**config.mk**
```make
export PLATFORM = sky130hd
export DESIGN_NAME = inst_decode_stage
export DESIGN_NICKNAME = d
export VERILOG_FILES = /design/src/rtl/decode_pkg.sv /design/src/rtl/decode_skid_buf.sv /design/src/rtl/inst_decode_stage.sv
export SDC_FILE = /design/constraint.sdc
export NUM_CORES = 1
export LEC_CHECK = 0
export ABC_AREA = 1
export BUFFER_PORTS_ARGS = -buffer_cell sky130_fd_sc_hd__clkbuf_2
export CAP_MARGIN = 20
export CORE_ASPECT_RATIO = 0.9
export CORE_MARGIN = 3
export CORE_UTILIZATION = 45
export DETAILED_ROUTE_END_ITERATION = 8
export GPL_TIMING_DRIVEN = 0
export PLACE_DENSITY = 0.69
export SLEW_MARGIN = 10
export SYNTH_ARGS = -nofsm -noshare
export SYNTH_HDL_FRONTEND = slang
export SYNTH_HIERARCHICAL = 1
export SYNTH_SLANG_ARGS = --single-unit
```
**constraint.sdc**
```tcl
create_clock -name clk -period 2.6 [get_ports clk]
set_input_delay 0.52 -clock clk [delete_from_list [all_inputs] [get_ports clk]]
set_output_delay 0.52 -clock clk [all_outputs]
set_load 0.03 [all_outputs]
```
**src/rtl/decode_pkg.sv**
```systemverilog
// Shared decode definitions: opcodes, modifier encodings, field positions and the decoded-entry struct.
// Used by inst_decode_stage and decode_skid_buf (DECODE_SKID_EN selects the buffer depth).
package decode_pkg;

  localparam int XLEN = 32;

  localparam logic [4:0] OP_ADD  = 5'b00000;
  localparam logic [4:0] OP_SUB  = 5'b00001;
  localparam logic [4:0] OP_MUL  = 5'b00010;
  localparam logic [4:0] OP_DIV  = 5'b00011;
  localparam logic [4:0] OP_MOD  = 5'b00100;
  localparam logic [4:0] OP_CMP  = 5'b00101;
  localparam logic [4:0] OP_AND  = 5'b00110;
  localparam logic [4:0] OP_OR   = 5'b00111;
  localparam logic [4:0] OP_NOT  = 5'b01000;
  localparam logic [4:0] OP_MOV  = 5'b01001;
  localparam logic [4:0] OP_LSL  = 5'b01010;
  localparam logic [4:0] OP_LSR  = 5'b01011;
  localparam logic [4:0] OP_ASR  = 5'b01100;
  localparam logic [4:0] OP_NOP  = 5'b01101;
  localparam logic [4:0] OP_LD   = 5'b01110;
  localparam logic [4:0] OP_ST   = 5'b01111;
  localparam logic [4:0] OP_BEQ  = 5'b10000;
  localparam logic [4:0] OP_BGT  = 5'b10001;
  localparam logic [4:0] OP_B    = 5'b10010;
  localparam logic [4:0] OP_CALL = 5'b10011;
  localparam logic [4:0] OP_RET  = 5'b10100;

  localparam logic [1:0] MOD_S = 2'b00;
  localparam logic [1:0] MOD_U = 2'b01;
  localparam logic [1:0] MOD_H = 2'b10;

  localparam int OP_HI    = 31;
  localparam int OP_LO    = 27;
  localparam int IMM_BIT  = 26;
  localparam int RD_HI    = 25;
  localparam int RD_LO    = 22;
  localparam int RS1_HI   = 21;
  localparam int RS1_LO   = 18;
  localparam int RS2_HI   = 17;
  localparam int RS2_LO   = 14;
  localparam int MOD_HI   = 17;
  localparam int MOD_LO   = 16;
  localparam int IMM16_HI = 15;
  localparam int OFF_HI   = 26;

  typedef enum logic [1:0] {
    EMPTY = 2'd0,
    ONE   = 2'd1,
    TWO   = 2'd2
  } buf_state_t;

  typedef struct packed {
    logic [4:0]      opcode;
    logic            iOrReg;
    logic [1:0]      modifier;
    logic [3:0]      rd;
    logic [3:0]      rs1;
    logic [3:0]      rs2;
    logic [XLEN-1:0] imm;
    logic [XLEN-1:0] brTarget;
    logic            isBranch;
    logic            isLd;
    logic            isSt;
    logic            isRet;
    logic            isWb;
    logic            illegal;
  } dec_t;

  // Modifier 11 is reserved and behaves like the default sign extension.
  function automatic logic [XLEN-1:0] extend_imm(input logic [15:0] imm16,
                                                 input logic [1:0]  modifier);
    logic [XLEN-1:0] result;
    case (modifier)
      MOD_U:   result = {16'h0000, imm16};
      MOD_H:   result = {imm16, 16'h0000};
      default: result = {{16{imm16[15]}}, imm16};
    endcase
    return result;
  endfunction

endpackage

```
**src/rtl/decode_skid_buf.sv**
```systemverilog
// Valid/ready storage for decoded entries: two-entry skid buffer with registered inRdy when
// DECODE_SKID_EN is defined, otherwise a single entry with combinational inRdy.
module decode_skid_buf
  import decode_pkg::*;
(
  input  logic clk,
  input  logic rstN,
  input  logic inValid,
  output logic inRdy,
  input  dec_t inData,
  input  logic flush,
  output logic outValid,
  input  logic outRdy,
  output dec_t outData
);

  buf_state_t state, nextState;
  dec_t       mainQ, mainD;
  logic       rdyQ;
  logic       inXfer;

`ifdef DECODE_SKID_EN
  dec_t skidQ, skidD;

  assign inRdy = rdyQ;
`else
  // rdyQ only keeps inRdy low until the first edge after reset.
  assign inRdy = rdyQ && (!outValid || outRdy);
`endif

  assign outValid = (state != EMPTY);
  assign outData  = mainQ;
  assign inXfer   = inValid && inRdy;

  always_comb begin
    nextState = state;
    mainD     = mainQ;
`ifdef DECODE_SKID_EN
    skidD     = skidQ;
`endif
    if (flush) begin
      nextState = EMPTY;
    end else begin
      case (state)
        EMPTY: begin
          if (inXfer) begin
            nextState = ONE;
            mainD     = inData;
          end
        end
        ONE: begin
`ifdef DECODE_SKID_EN
          if (inXfer && outRdy) begin
            mainD = inData;
          end else if (inXfer) begin
            nextState = TWO;
            skidD     = inData;
          end else if (outRdy) begin
            nextState = EMPTY;
          end
`else
          if (inXfer) begin
            mainD = inData;
          end else if (outRdy) begin
            nextState = EMPTY;
          end
`endif
        end
`ifdef DECODE_SKID_EN
        TWO: begin
          if (outRdy) begin
            nextState = ONE;
            mainD     = skidQ;
          end
        end
`endif
        default: nextState = EMPTY;
      endcase
    end
  end

  always_ff @(posedge clk or negedge rstN) begin
    if (!rstN) begin
      state <= EMPTY;
      mainQ <= '0;
      rdyQ  <= 1'b0;
`ifdef DECODE_SKID_EN
      skidQ <= '0;
`endif
    end else begin
      state <= nextState;
      mainQ <= mainD;
`ifdef DECODE_SKID_EN
      skidQ <= skidD;
      rdyQ  <= (nextState != TWO);
`else
      rdyQ  <= 1'b1;
`endif
    end
  end

endmodule

```
**src/rtl/inst_decode_stage.sv**
```systemverilog
// SimpleRisc decode stage: combinational field decode of the fetched word, registered into
// decode_skid_buf so every output comes from a flop. DECODE_SKID_EN selects the two-entry buffer.
module inst_decode_stage
  import decode_pkg::*;
#(
  parameter int         DATA_W = 32,
  parameter logic [3:0] RA_IDX = 4'd15
) (
  input  logic              clk,
  input  logic              rstN,
  input  logic              inValid,
  output logic              inRdy,
  input  logic [31:0]       inInst,
  input  logic [DATA_W-1:0] inPc,
  input  logic              flush,
  output logic              outValid,
  input  logic              outRdy,
  output logic [4:0]        opcode,
  output logic              iOrReg,
  output logic [1:0]        modifier,
  output logic [3:0]        rd,
  output logic [3:0]        rs1,
  output logic [3:0]        rs2,
  output logic [DATA_W-1:0] imm,
  output logic [DATA_W-1:0] brTarget,
  output logic              isBranch,
  output logic              isLd,
  output logic              isSt,
  output logic              isRet,
  output logic              isWb,
  output logic              illegal
);

  dec_t       decIn;
  dec_t       decOut;
  logic [4:0] op;

  assign op = inInst[OP_HI:OP_LO];

  always_comb begin
    decIn          = '0;
    decIn.opcode   = op;
    decIn.iOrReg   = inInst[IMM_BIT];
    decIn.modifier = inInst[MOD_HI:MOD_LO];
    decIn.rd       = inInst[RD_HI:RD_LO];
    decIn.rs1      = inInst[RS1_HI:RS1_LO];
    decIn.rs2      = inInst[RS2_HI:RS2_LO];
    decIn.imm      = extend_imm(inInst[IMM16_HI:0], inInst[MOD_HI:MOD_LO]);
    // Word offset, sign-extended and scaled to bytes; the add wraps silently.
    decIn.brTarget = inPc + {{3{inInst[OFF_HI]}}, inInst[OFF_HI:0], 2'b00};

    case (op)
      OP_ADD, OP_SUB, OP_MUL, OP_DIV, OP_MOD,
      OP_AND, OP_OR, OP_NOT, OP_MOV,
      OP_LSL, OP_LSR, OP_ASR: begin
        decIn.isWb = 1'b1;
      end
      OP_LD: begin
        decIn.isLd = 1'b1;
        decIn.isWb = 1'b1;
      end
      OP_ST: begin
        decIn.isSt = 1'b1;
        decIn.rs2  = inInst[RD_HI:RD_LO];
      end
      OP_BEQ, OP_BGT, OP_B: begin
        decIn.isBranch = 1'b1;
      end
      OP_CALL: begin
        decIn.isBranch = 1'b1;
        decIn.isWb     = 1'b1;
        decIn.rd       = RA_IDX;
      end
      OP_RET: begin
        decIn.isBranch = 1'b1;
        decIn.isRet    = 1'b1;
        decIn.rs1      = RA_IDX;
      end
      OP_CMP, OP_NOP: begin
      end
      default: begin
        decIn.illegal = 1'b1;
        decIn.opcode  = OP_NOP;
      end
    endcase
  end

  decode_skid_buf u_buf (
    .clk      (clk),
    .rstN     (rstN),
    .inValid  (inValid),
    .inRdy    (inRdy),
    .inData   (decIn),
    .flush    (flush),
    .outValid (outValid),
    .outRdy   (outRdy),
    .outData  (decOut)
  );

  assign opcode   = decOut.opcode;
  assign iOrReg   = decOut.iOrReg;
  assign modifier = decOut.modifier;
  assign rd       = decOut.rd;
  assign rs1      = decOut.rs1;
  assign rs2      = decOut.rs2;
  assign imm      = decOut.imm;
  assign brTarget = decOut.brTarget;
  assign isBranch = decOut.isBranch;
  assign isLd     = decOut.isLd;
  assign isSt     = decOut.isSt;
  assign isRet    = decOut.isRet;
  assign isWb     = decOut.isWb;
  assign illegal  = decOut.illegal;

endmodule
```
After elaboration in Yosys (flattened, before gate mapping):

Cells that the tools add are included.

* bitwise operators: 1
* mux-type cells: 16
* reductions and logical operators: 13
* equal/unequal tests: 26
* $add $sub $neg: 1

Operator list (number)
* 32-bit case mux with 2 select lines: 1
* 5-bit by 4-bit == test with 1-bit output (second input constant): 8
* 32-bit adder: 1
* 5-bit == test (second input constant): 5
* 21-bit OR reduction: 1
* 5-bit by 3-bit == test with 1-bit output (second input constant): 4
* 14-bit OR reduction: 1
* 4-bit two-way mux: 3
* 5-bit by 2-bit == test with 1-bit output (second input constant): 2
* 2-bit two-way mux: 4
* 1-bit two-way mux: 6
* 3-bit != test (second input constant): 2
* 3-bit AND reduction: 2
* 5-bit by 1-bit == test with 1-bit output (second input constant): 1
* 5-bit zero test: 1
* 5-bit two-way mux: 1
* 5-bit OR reduction: 1
* 2-bit by 1-bit == test with 1-bit output (second input constant): 2
* 2-bit case mux with 2 select lines: 1
* 3-bit by 2-bit != test with 1-bit output (second input constant): 1
* 2-bit == test (second input constant): 1
* 1-bit logical AND: 2
* 2-bit zero test: 1
* 2-bit nonzero test: 1
* 4 further kinds: 4

* output and inout port bits: 92
* input bits: 69
* word-level logic and storage cells: 73
* register bits after elaboration: 93

Logic depth before layout (Yosys ltp):

* depth in word-level cells: 8
* depth in mapped cells: 14
* depth with buffers taken out: 14

Hierarchy:

The synthesis kept the hierarchy.

By module, submodules not included
* decode_skid_buf: times used 1, cells each 408, area each 3744.8 um^2, seq. area each 2302.2 um^2
* inst_decode_stage: times used 1, cells each 549, area each 2665.1 um^2, seq. area each 0.0 um^2

Least setup slack after synthesis:

Ideal clock, no wire load.

* path kind: input port to flip-flop
* from: in inInst[0]
* to: reg u_buf.mainQ, in the netlist u_buf/outData[24]
* stages on the path: 13
* required time: 2533 ps
* path buffers: 0
* setup slack: 540 ps
* library setup time: 67 ps
* arrival: 1994 ps
* cells stage by stage: ha_1 -> inv_1 -> fa_1 -> inv_1 -> nand3_1 -> nand3_1 -> nand2_1 -> nand2_1 -> nand3_1 -> nand2_1 -> xor2_1 -> nand4_1 -> nand2_1

RTL lines
* from (decl): RTL line inst_decode_stage.sv:13 `input logic [31:0] inInst,`
* to (signal assigned): RTL line decode_skid_buf.sv:92 `mainQ <= mainD;`
* to (decl): RTL line decode_skid_buf.sv:18 `dec_t mainQ, mainD;`

==> run_results.csv <==
group,metric,value,unit
synth,syn_inst,957,
layout,drive_above_1_share,18.6,%
placed_design,dp_hpwl,15700,um
clock_network,post_cts_buffers,0,
global_route,grt_pass1_vias,6289,
timing,drv_slew,0,
global_route,antenna_found_initial,0,
timing,period_needed,2240,ps
timing,layout_setup_ws,364,ps
timing,clock_skew,6.41,ps
global_route,grt_pass1_wl,32200,um
clock_network,clock_sinks,92,
route,drtAntennaViolNets,0,
synth,yosysTopAreaCell,"dfrtp_1",
synth,synth-seq-cells,92,
setup_path,cp_slowest_cell,"fa_1",
pwr,p_sw_share,41.1,%
pwr,p_leak,4.65,nW
clock_network,clk_path_buf_depth,2,
setup_path,crit_cells,14,
clock_network,ctsResizeCount,0,
synth,synth_area_per_cell,6.70,um2
setup_path,worstPathRequired,2890,ps
pwr,pwr-share-seq,36.6,%
floorplan,boundaryPins,161,
floorplan,rows,40,
placed_design,numPlacedInstances,1306,
synth,ys_warn_count,6,
clock_network,insertion_delay,350,ps
timing,finalCritPeriodShare,86.0,%
synth,syn-num-nets,1058,
setup_path,arrival,2530,ps
pwr,p_clk_share,26.5,%
route,initialDrtViolationCount,556,
synth,ys_dominant_reg_cell,"dfrtp_1",
hold_path,hp-class,"primary input to asynchronous set/reset pin",
layout,diodes,0,
clock_network,cts_tree,"done",
clock_network,clockRootBuffer,"clkbuf_16",
synth,yosys-top-cells-area,"dfrtp_1, nand2_1, nand4_1",
placed_design,gp_congestion,0.933,
timing,rsz0062_at_grt,"false",
layout,synthToLayoutAreaGrowth,21.0,%
synth,synth_top_area_share,35.9,%
route,routed_via_density,5.02,
route,via_count,6627,
global_route,grt_use_total,25.5,%
synth,synth.distinct_cells,30,
synth,synth-edff-count,0,
pwr,ir_drop,0.309,mV
setup_path,crit_top_cell,"nand2_1",
placed_design,pre_cts_slack,31.8,ps
clock_network,htree_levels,3,
floorplan,start_util,46.9,%
setup_path,crit_family,"simple AND/OR/NAND/NOR gates",
setup_path,path_cells,"clkbuf_2 -> ha_1 -> inv_1 -> fa_1 -> inv_1 -> nand3_1 -> nand3_1 -> nand2_1 -> nand2_1 -> nand3_1 -> nand2_1 -> xor2_1 -> nand4_1 -> nand2_1",
setup_path,path_buf_inv,3,
global_route,grt_max_degree,93,
timing,tightest_slew,723,ps
pwr,intPower,2.98,mW
floorplan,dieArea,0.0157,mm2
pwr,power.density,653,mW/mm2
synth,synthArstFlopShare,100,%
flow_run,maxCapViolCount,0,
clock_network,path_clk_slew,70,ps
pwr,power_frac_comb,36.9,%
timing,whs,234,ps
global_route,overflow,0,
setup_path,cp-end-kind,"register",
synth,syn_area,0.00641,mm2
layout,fin_area,0.00775,mm2
floorplan,die_h,119,um
synth,yosysSeqAreaShare,35.9,%
layout,final_util,56.7,%
floorplan,die_w,132,um
setup_path,critPathLaunchType,"primary input",
layout,final_nets,1229,
clock_network,numCtsBuffers,9,
timing,finalHoldViolCount,0,
route,wl_per_cell,14.8,um
placed_design,port_buffers,160,
pwr,p_switching,2.08,mW
setup_path,max_stage_delay,430,ps
clock_network,ctsHoldBuffers,0,
timing,max_freq,0.447,GHz
outcome,outcome,"finished clean",
timing,finalSetupViolCount,0,
setup_path,worst-path-max-fanout,3,
route,wirelength,19500,um
placed_design,place_area,0.00746,mm2
setup_path,reg2reg_depth,5,
timing,relSlewSlack,51.8,%
setup_path,crit_type,"primary input to register",
layout,fillers,1410,
layout,fin_cells,1321,
route,drc,0,
floorplan,core_area,0.0137,mm2
route,first_pass_iters,5,
## synthesized netlist by cell type (2+ instances only)
master and n:
or2_2 5, nor2_2 4, nand4_1 96, dfrtp_1 92
nand3_1 24, ha_1 31, buf_1 2, o21bai_1 3
clkbuf_1 29, nor2_4 2, nor2_1 61, buf_2 10
nand2_2 6, nor3_2 2, o21ai_0 23, a21oi_1 20
inv_1 129, nor4_4 2, nand3_2 3, xnor2_1 4
nor3_1 2, nand2_1 388, xor2_1 12
## placed cells by master (no fill, tap or decap), types with 3 or more instances in the layout
cell / count
nor2_1: 61
o21bai_1: 3
xnor2_1: 4
nand3_1: 24
ha_1: 31
xor2_1: 12
clkbuf_16: 9
o21ai_0: 23
nand3_2: 3
clkbuf_1: 29
or2_2: 5
clkbuf_2: 159
nand2_1: 388
inv_6: 3
nor2_2: 4
dfrtp_1: 92
a21oi_1: 20
nand4_1: 96
nand2_2: 6
buf_2: 10
inv_1: 129
## sequential cells by signal, indices dropped and copies added (netlist names)
signal         count
u_buf/outData     90
u_buf/rdyQ         1
u_buf/state        1
## per-layer routing
layer  vias to the layer above  global-route usage, %  part of all wire [%]
li1                       3385                      -                     -
met3                        25                   5.57                   6.7
met5                         -                      0                     0
met4                         0                   6.89                   1.7
met1                      2993                   36.6                    47
met2                       224                   39.2                    44
## stage by stage
stage | setup TNS, ps | power, mW
2_1_floorplan | 0 | 3.12
3_5_place_dp | 0 | 3.75
4_1_cts | 0 | 5.11
5_1_grt | 0 | 5.40
6_report | 0 | 5.06
3_3_place_gp | -10200 | 3.72
## final timing paths
path | slack [ps] | from | end
worst max-delay path | 360 | inInst[0] | u_buf/outData[24]
worst min-delay path | 230 | rstN | u_buf/outData[60]
worst min register to register | 470 | u_buf/outData[10] | u_buf/outData[10]
min in group clk | 420 | flush | u_buf/state[0]
max in group asynchronous | 1870 | rstN | u_buf/outData[25]
worst max register to register | 880 | u_buf/state[0] | u_buf/outData[11]
## cell families after synthesis
| logic type | count (synthesis) | share of synthesized area (%) |
|---|---|---|
| adder cells (fa/ha/maj) | 32 | 6.36 |
| AND/OR/NAND/NOR | 597 | 41.3 |
| buffers and inverters | 170 | 10.2 |
| flip-flops | 92 | 35.9 |
| other | 1 | 0.0585 |
| XOR/XNOR | 16 | 2.19 |
| AO/OA/AOI/OAI | 49 | 4.02 |
## power groups by stage
stage	Sequential, mW	Clock, mW	Combinational [mW]
floorplan	2.40	0	0.723
detailed placement	1.88	0	1.87
global route	1.89	1.44	2.06
CTS	1.85	1.38	1.88
global placement	1.87	0	1.85
finish	1.85	1.34	1.87
## final cells by class
cell class                 count  area [um2]  share of cell area [%]
clock inverter                 6        72.6                   0.936
timing repair buffer         160         810                    10.4
inverter                     129         484                    6.24
clock buffer                   9         225                    2.90
tap                          189         236                    3.05
buffer                        41         166                    2.15
multi-input combinational    695        3460                    44.6
sequential                    92        2300                    29.7
(Power assumes the default switching activity.)
